$ cat config.mk
export PLATFORM = sky130hd
export DESIGN_NAME = permute_controller
export DESIGN_NICKNAME = d
export VERILOG_FILES = /design/src/rtl/permute_controller.sv
export SDC_FILE = /design/constraint.sdc
export NUM_CORES = 1
export LEC_CHECK = 0
export ABC_CLOCK_PERIOD_IN_PS = 2200
export CAP_MARGIN = 40
export CORE_MARGIN = 1.5
export CORE_UTILIZATION = 51
export CTS_CLUSTER_SIZE = 12
export DETAILED_ROUTE_END_ITERATION = 10
export PLACE_DENSITY = 0.75
export RECOVER_POWER = 50
export SETUP_SLACK_MARGIN = 0.1
export SLEW_MARGIN = 15
export SYNTH_ARGS = -nofsm -noshare
export SYNTH_HDL_FRONTEND = slang
export SYNTH_SLANG_ARGS = --single-unit
$ cat constraint.sdc
create_clock -name clk -period 2.2 [get_ports clk]
set_input_delay 0.66 -clock clk [delete_from_list [all_inputs] [get_ports clk]]
set_output_delay 0.66 -clock clk [all_outputs]
set_load 0.1 [all_outputs]
$ cat src/rtl/permute_controller.sv
// Moore control FSM that sequences the permutation datapath: one element moved per
// READ..CHECK iteration, with bounded +5 correction (FIX) cycles and an iteration budget.
module permute_controller #(
  parameter int MAXITER = 24,
  parameter int MAXFIX  = 7
) (
  input  logic clk,
  input  logic rst,
  input  logic start,
  input  logic ack,
  input  logic done,
  input  logic sign,
  output logic initLine,
  output logic IJen,
  output logic IJregen,
  output logic read,
  output logic firstread,
  output logic writeVal,
  output logic writeMemReg,
  output logic ldTillPositive,
  output logic waitCalNexti,
  output logic update,
  output logic write,
  output logic ok,
  output logic busy,
  output logic finished,
  output logic err
);

  typedef enum logic [3:0] {
    S_IDLE, S_INIT, S_READ, S_CALC, S_FIX, S_UPD, S_WRITE, S_CHECK, S_DONE
  } state_t;

  localparam logic [4:0] ITER_MAX = 5'(MAXITER);
  localparam logic [2:0] FIX_MAX  = 3'(MAXFIX);
  localparam logic [2:0] FIX_LAST = 3'(MAXFIX - 1);

  state_t     state;
  state_t     next;
  logic       set_err;
  logic [4:0] iter_cnt;
  logic [2:0] fix_cnt;

  // fix_cnt counts FIX cycles already completed, so FIX_LAST marks the final allowed one
  always_comb begin
    next    = state;
    set_err = 1'b0;
    case (state)
      S_IDLE:  if (start) next = S_INIT;
      S_INIT:  next = S_READ;
      S_READ:  next = S_CALC;
      S_CALC:  next = sign ? S_FIX : S_UPD;
      S_FIX: begin
        if (!sign) begin
          next = S_UPD;
        end else if (fix_cnt == FIX_LAST) begin
          next    = S_DONE;
          set_err = 1'b1;
        end
      end
      S_UPD:   next = S_WRITE;
      S_WRITE: next = S_CHECK;
      S_CHECK: begin
        if (done) begin
          next = S_DONE;
        end else if (iter_cnt == ITER_MAX) begin
          next    = S_DONE;
          set_err = 1'b1;
        end else begin
          next = S_READ;
        end
      end
      S_DONE:  if (ack) next = S_IDLE;
      default: next = S_IDLE;
    endcase
  end

  // Outputs are registered from the next state so they line up with the state they describe
  always_ff @(posedge clk or negedge rst) begin
    if (!rst) begin
      state          <= S_IDLE;
      iter_cnt       <= '0;
      fix_cnt        <= '0;
      err            <= 1'b0;
      initLine       <= 1'b0;
      IJen           <= 1'b0;
      IJregen        <= 1'b0;
      read           <= 1'b0;
      firstread      <= 1'b0;
      writeVal       <= 1'b0;
      writeMemReg    <= 1'b0;
      ldTillPositive <= 1'b0;
      waitCalNexti   <= 1'b0;
      update         <= 1'b0;
      write          <= 1'b0;
      ok             <= 1'b0;
      busy           <= 1'b0;
      finished       <= 1'b0;
    end else begin
      state <= next;

      case (state)
        S_INIT:  iter_cnt <= '0;
        S_WRITE: if (iter_cnt != ITER_MAX) iter_cnt <= iter_cnt + 5'd1;
        S_CALC:  fix_cnt <= '0;
        S_FIX:   if (fix_cnt != FIX_MAX) fix_cnt <= fix_cnt + 3'd1;
        default: ;
      endcase

      if (next == S_INIT)
        err <= 1'b0;
      else if (set_err)
        err <= 1'b1;

      initLine       <= (next == S_INIT);
      IJen           <= (next == S_INIT);
      IJregen        <= (next == S_INIT) || (next == S_UPD);
      read           <= (next == S_READ);
      firstread      <= (next == S_READ) && (state == S_INIT);
      writeVal       <= (next == S_READ);
      writeMemReg    <= (next == S_READ);
      ldTillPositive <= (next == S_CALC) || (next == S_FIX);
      waitCalNexti   <= (next == S_FIX);
      update         <= (next == S_UPD);
      write          <= (next == S_WRITE);
      ok             <= (next == S_DONE);
      finished       <= (next == S_DONE);
      busy           <= (next != S_IDLE);
    end
  end

endmodule

Yosys cells after proc, flatten, opt, wreduce, memory -nomap -nowiden

Cells that the tools add are included.

Output and inout port bits: 15
Logic and storage cells: 66
Flip-flop bits (word level): 23

Reduce and logical (&&, ||, !) cells: 10
Multiplexer cells: 19
Add/sub/neg operators: 2
Equality and inequality tests: 21

Operators by type and width:

| cell                  | count |
|---|---|
| $pmux W4 S9           | 1 |
| $eq A4 B3 Y1 const B  | 7 |
| $mux W4               | 6 |
| $eq A4 B2 Y1 const B  | 4 |
| $pmux W5 S2           | 1 |
| $eq A4 B1 Y1 const B  | 2 |
| $eq A4 B4 Y1 const B  | 2 |
| $mux W1               | 7 |
| $pmux W3 S2           | 1 |
| $reduce_bool A2 Y1    | 3 |
| $add A5 B1 Y5 const B | 1 |
| $eq A5 B5 Y1 const B  | 1 |
| $mux W5               | 1 |
| $ne A5 B5 Y1 const B  | 1 |
| $logic_not A4 Y1      | 1 |
| $ne A2 B2 Y1 const B  | 2 |
| $reduce_and A2 Y1     | 2 |
| $reduce_bool A4 Y1    | 1 |
| $add A3 B1 Y3 const B | 1 |
| $eq A3 B3 Y1 const B  | 1 |
| $mux W3               | 1 |
| $ne A3 B3 Y1 const B  | 1 |
| $logic_or A1 B1 Y1    | 2 |
| $pmux W1 S2           | 1 |
| $logic_and A1 B1 Y1   | 1 |

Logic depth before layout (Yosys ltp)

Word-level depth: 6
Mapped depth: 6
Mapped depth without buffers: 6

Least setup slack after synthesis

OpenSTA, ideal clock, no wires.

Kind: reg2out
Start point: register writeMemReg
End point: output writeMemReg
Arrival time: 1.341 ns
Required time: 1.540 ns
Setup slack: 0.199 ns
Path buffers: 1
Cell stages (with the launch flop): 2
Cell sequence: dfrtp_1 > buf_4

RTL lines:

| element                | RTL line | text |
|---|---|---|
| start, declared        | 19       | `output logic writeMemReg,` |
| start signal, assigned | 121      | `writeMemReg <= (next == S_READ);` |

No word-level cell between the ends.

Final worst setup path

Start point: register iter_cnt[0]
End point: register busy

Word-level cells in the longest chain between the ends: 5

RTL lines:

| element                | RTL line | text |
|---|---|---|
| start, declared        | 41       | `logic [4:0] iter_cnt;` |
| start signal, assigned | 104      | `S_WRITE: if (iter_cnt != ITER_MAX) iter_cnt <= iter_cnt + 5'd1;` |
| $eq A5 B5 Y1           | 66       | `end else if (iter_cnt == ITER_MAX) begin` |
| $mux W4                | 66       |  |
| $mux W4                | 64       | `if (done) begin` |
| $pmux W4 S9            | 48       | `case (state)` |
| net next[3]            | 39       | `state_t next;` |
| $reduce_bool A4 Y1     | 128      | `busy <= (next != S_IDLE);` |
| end signal, assigned   | 128      |  |
| end, declared          | 25       | `output logic busy,` |

The timed path passes the listed nets, and every way through them passes these cells.
A chain may end at the register's enable or synchronous reset.

==> parameters.txt <==
Parameter                              Value

Floorplanning
  Starting utilization of the core area ... ~53%
  Placeable core area ... 2170 µm²
  DIE AREA ... between 2000 and 3000 µm²
  Y dimension of the die ... just over 50 µm
  Io pins ... 21
  Site row count ... 17
  Chip width ... slightly above 50 µm

Cells and area
  Layout area overhead ... 16.4%
  Largest Register ... iter_cnt
  Net count, final ... between 100 and 150
  Biggest registers after layout ... iter_cnt x5, state x4, fix_cnt x3
  Top library cells by usage in the layout, fill and taps aside ... 23 x sky130_fd_sc_hd__dfrtp_1, 21 x sky130_fd_sc_hd__buf_4, 13 x sky130_fd_sc_hd__nor2_1, 7 x sky130_fd_sc_hd__nor3_1
  Most common cell after layout, fill and taps aside ... sky130_fd_sc_hd__dfrtp_1
  Diodes inserted ... 0
  Max FFs per register ... 5
  Fraction of layout instances using a drive strength above 1 ... 23.7%

Setup path
  Arrival time at the worst endpoint ... 2.16 ns
  Startpoint of the worst register-to-register path ... iter_cnt[0]$_DFFE_PN0P_
  Worst Setup Start Kind ... flop
  Required time at the endpoint of the critical path ... approximately 2.4 ns
  Cell type of the slowest stage on the worst timing path ... sky130_fd_sc_hd__or4_1
  Start-to-end type of the worst setup path ... reg2reg
  Crit-path max cell delay ... approximately 0.5 ns
  Worst reg2reg endpoint ... busy$_DFF_PN0_
  Critical path capture point type ... flop
  Critical-path maximum fanout ... 5
  Register-to-register path setup slack ... 0.25 ns
  Worst path cell trace ... inv_1, ha_1, nand4b_1, a211oi_2, a211o_1, or4_1
  Path depth of the worst reg2reg path ... 6

Logic synthesis
  Largest family of logic cells by synthesized area ... simple AND/OR/NAND/NOR gates
  Seq/Total Area, Yosys ... 49.7%
  Fraction of post-synthesis cell area in the top cell type by area ... between 40% and 50%
  Syn Std Cell Area ... 1160 µm²
  Portion of netlist area occupied by mux cells ... under 10%
  Arithmetic-cell share of the synthesized area counting full adders, half adders and majority gates ... roughly 5.4%
  Compound-Gate Fraction of Synth Area ... ~10%
  XOR/XNOR Fraction of Synth Area ... under 10%
  Share of synthesized cell area in and, or, nand and nor gates ... 21.0%
  Distinct cells, synth ... 38
  Total of flip-flops plus latches after synthesis ... 23
  Syn Area/Cell ... about 11 µm²
  Top post-synthesis cells by area ... sky130_fd_sc_hd__dfrtp_1 50%, sky130_fd_sc_hd__ha_1 5.4%, sky130_fd_sc_hd__nor2_1 4.2%, sky130_fd_sc_hd__buf_4 3.2%, sky130_fd_sc_hd__nor3_1 3.0%
  Cell count after synthesis ... 108
  Synthesis warning total ... 0
  Synthesized net count ... between 100 and 150
  Area leader, netlist ... sky130_fd_sc_hd__dfrtp_1

Min path
  Number of cells on the worst hold path ... 1
  Worst Min Path Start ... fix_cnt[0]$_DFFE_PN0P_
  Class of the tightest hold or removal check ... reg2reg
  Worst Hold End ... fix_cnt[0]$_DFFE_PN0P_

STA
  Setup repair after global routing missed its margin ... false
  Highest attainable clock frequency ... 0.512 GHz
  Period Utilization, post-route ... 88.7%
  Hold Vio Cnt, Final ... 0
  Setup violation total in the final timing report ... 0
  Setup skew after layout ... about 0.0031 ns
  Number of max-slew violations in the final report ... 0
  Transition time at the pin with the least slew margin ... between 1 and 1.5 ns
  Worst hold-check slack ... ~0.52 ns
  Normalized max-slew margin ... about a fifth
  Post-route minimum period ... between 1.5 and 2 ns

Route
  Via count ... 845
  Post-route antenna net violation count ... 0
  Post-detailed-route wirelength per cell ... roughly 14 µm
  Detailed-route wire length ... 2180 µm
  DR DRC count ... 0
  Initial detailed-routing violation count ... 10
  Post-detailed-route via-to-cell ratio ... 5.31
  Detailed Routing Iterations Pass 1 ... 4

Outcome
  Run status ... finished, final reports clean

Clock tree
  Num Clock Sinks ... 23
  Longest Clk Path Bufs ... 2
  CTS-repair resized insts ... 0
  H-Tree Level Count ... 1
  CTS tree ... built
  Hold_buf cts ... 0
  CTS clk-pin slew, worst paths ... roughly 0.13 ns
  Insertion delay to the later sink of the worst-skew pair ... between 0.3 and 0.4 ns
  Post-CTS setup buffers ... 0
  TritonCTS buffer count ... 3
  Clock tree root buffer cell ... sky130_fd_sc_hd__clkbuf_4

Global routing
  Overall fraction of global-route tracks in use ... between 20% and 30%
  Grt total ovfl ... 0
  Wire length of the first global-routing pass ... slightly below 4000 µm
  Via count of the first global-routing pass ... between 800 and 900
  Number of antenna violations at the first check in global routing ... 0
  Largest net degree at the start of global routing ... 24

Run
  Max Cap Violations ... 0

Place
  Detailed placer's ending HPWL ... roughly 1600 µm
  Global placer's final weighted congestion ... 0.843
  Port bufs ... 20
-- per-stage QoR --
stage | worst slack [ns] | instance area (µm²) | std cells | TNS, ns | utilization, %
2_1_floorplan | 0.199 | 1160 | 108 | 0 | -
3_3_place_gp | -0.0325 | 1340 | 155 | -0.0325 | 61.9
3_5_place_dp | -0.0706 | 1340 | 155 | -0.0706 | 61.9
4_1_cts | 0.301 | 1370 | 159 | 0 | 63.1
5_1_grt | 0.124 | 1350 | 159 | 0 | 62.1
6_report | 0.249 | 1350 | 159 | 0 | 62.1
-- worst max-delay path: cells and delay by family, from the launching register on --
kind,cells,cell delay [ns]
and+or+nand+nor,2,0.72
buffers and inverters,1,0.06
DFF,1,0.43
adders and majority gates,1,0.20
AOI/OAI and AO/OA,2,0.42
-- synthesized netlist by cell type --
master	number
sky130_fd_sc_hd__dfrtp_1	23
sky130_fd_sc_hd__nor2_1	13
sky130_fd_sc_hd__nor3_1	7
sky130_fd_sc_hd__inv_1	6
sky130_fd_sc_hd__nand2_1	6
sky130_fd_sc_hd__buf_4	5
sky130_fd_sc_hd__ha_1	5
sky130_fd_sc_hd__nand3_1	4
sky130_fd_sc_hd__mux2i_1	3
sky130_fd_sc_hd__xor2_1	3
sky130_fd_sc_hd__a21oi_1	2
sky130_fd_sc_hd__a2bb2oi_1	2
sky130_fd_sc_hd__buf_6	2
sky130_fd_sc_hd__nand4_1	2
sky130_fd_sc_hd__o21ai_0	2
sky130_fd_sc_hd__a211o_1	1
sky130_fd_sc_hd__a211o_2	1
sky130_fd_sc_hd__a211oi_2	1
sky130_fd_sc_hd__a22oi_1	1
sky130_fd_sc_hd__a31oi_1	1
sky130_fd_sc_hd__and3_1	1
sky130_fd_sc_hd__and4bb_2	1
sky130_fd_sc_hd__buf_2	1
sky130_fd_sc_hd__inv_2	1
sky130_fd_sc_hd__mux2_2	1
sky130_fd_sc_hd__nand2b_1	1
sky130_fd_sc_hd__nand4b_4	1
sky130_fd_sc_hd__nor2b_1	1
sky130_fd_sc_hd__nor4_1	1
sky130_fd_sc_hd__nor4b_1	1
sky130_fd_sc_hd__o22ai_1	1
sky130_fd_sc_hd__o22ai_2	1
sky130_fd_sc_hd__o31ai_1	1
sky130_fd_sc_hd__o32ai_1	1
sky130_fd_sc_hd__or2_1	1
sky130_fd_sc_hd__or2_4	1
sky130_fd_sc_hd__or2b_4	1
sky130_fd_sc_hd__or4_1	1
-- per-layer routing --
| layer | wire (µm) | vias up | global-route usage [%] |
|---|---|---|---|
| met3 | 107 | 5 | 3.87 |
| met1 | 996 | 398 | 25.9 |
| met5 | 0 | - | 0 |
| li1 | - | 421 | - |
| met4 | 49 | 0 | 11.3 |
| met2 | 1030 | 21 | 33.3 |
-- cell families after synthesis --
family          Yosys count
fa+ha+maj                 5
mux                       4
buf+inv                  15
xor+xnor                  3
compound gates           15
simple gates             43
flops                    23
-- area by class of cell --
type                       count  area, µm²
fill                         187        822
clock inverter                 1       5.00
inverter                       7       26.3
multi-input combinational     70        472
tap                           28       35.0
sequential                    23        576
clock buffer                   3       22.5
timing repair buffer          27        211
-- how the worst max path moves through the flow --
stage / startpoint / endpoint / slack (ns) / cells past startpoint
floorplan: writeMemReg$_DFF_PN0_ / writeMemReg / 0.20 / 1
global placement: sign / busy$_DFF_PN0_ / -0.03 / 5
detailed placement: sign / busy$_DFF_PN0_ / -0.07 / 5
CTS: sign / busy$_DFF_PN0_ / 0.30 / 5
global route: iter_cnt[0]$_DFFE_PN0P_ / busy$_DFF_PN0_ / 0.12 / 6
finish: iter_cnt[0]$_DFFE_PN0P_ / busy$_DFF_PN0_ / 0.25 / 6
Power is not shown: default switching activity piles up to over one toggle a cycle in this logic, so the estimate is an artifact.
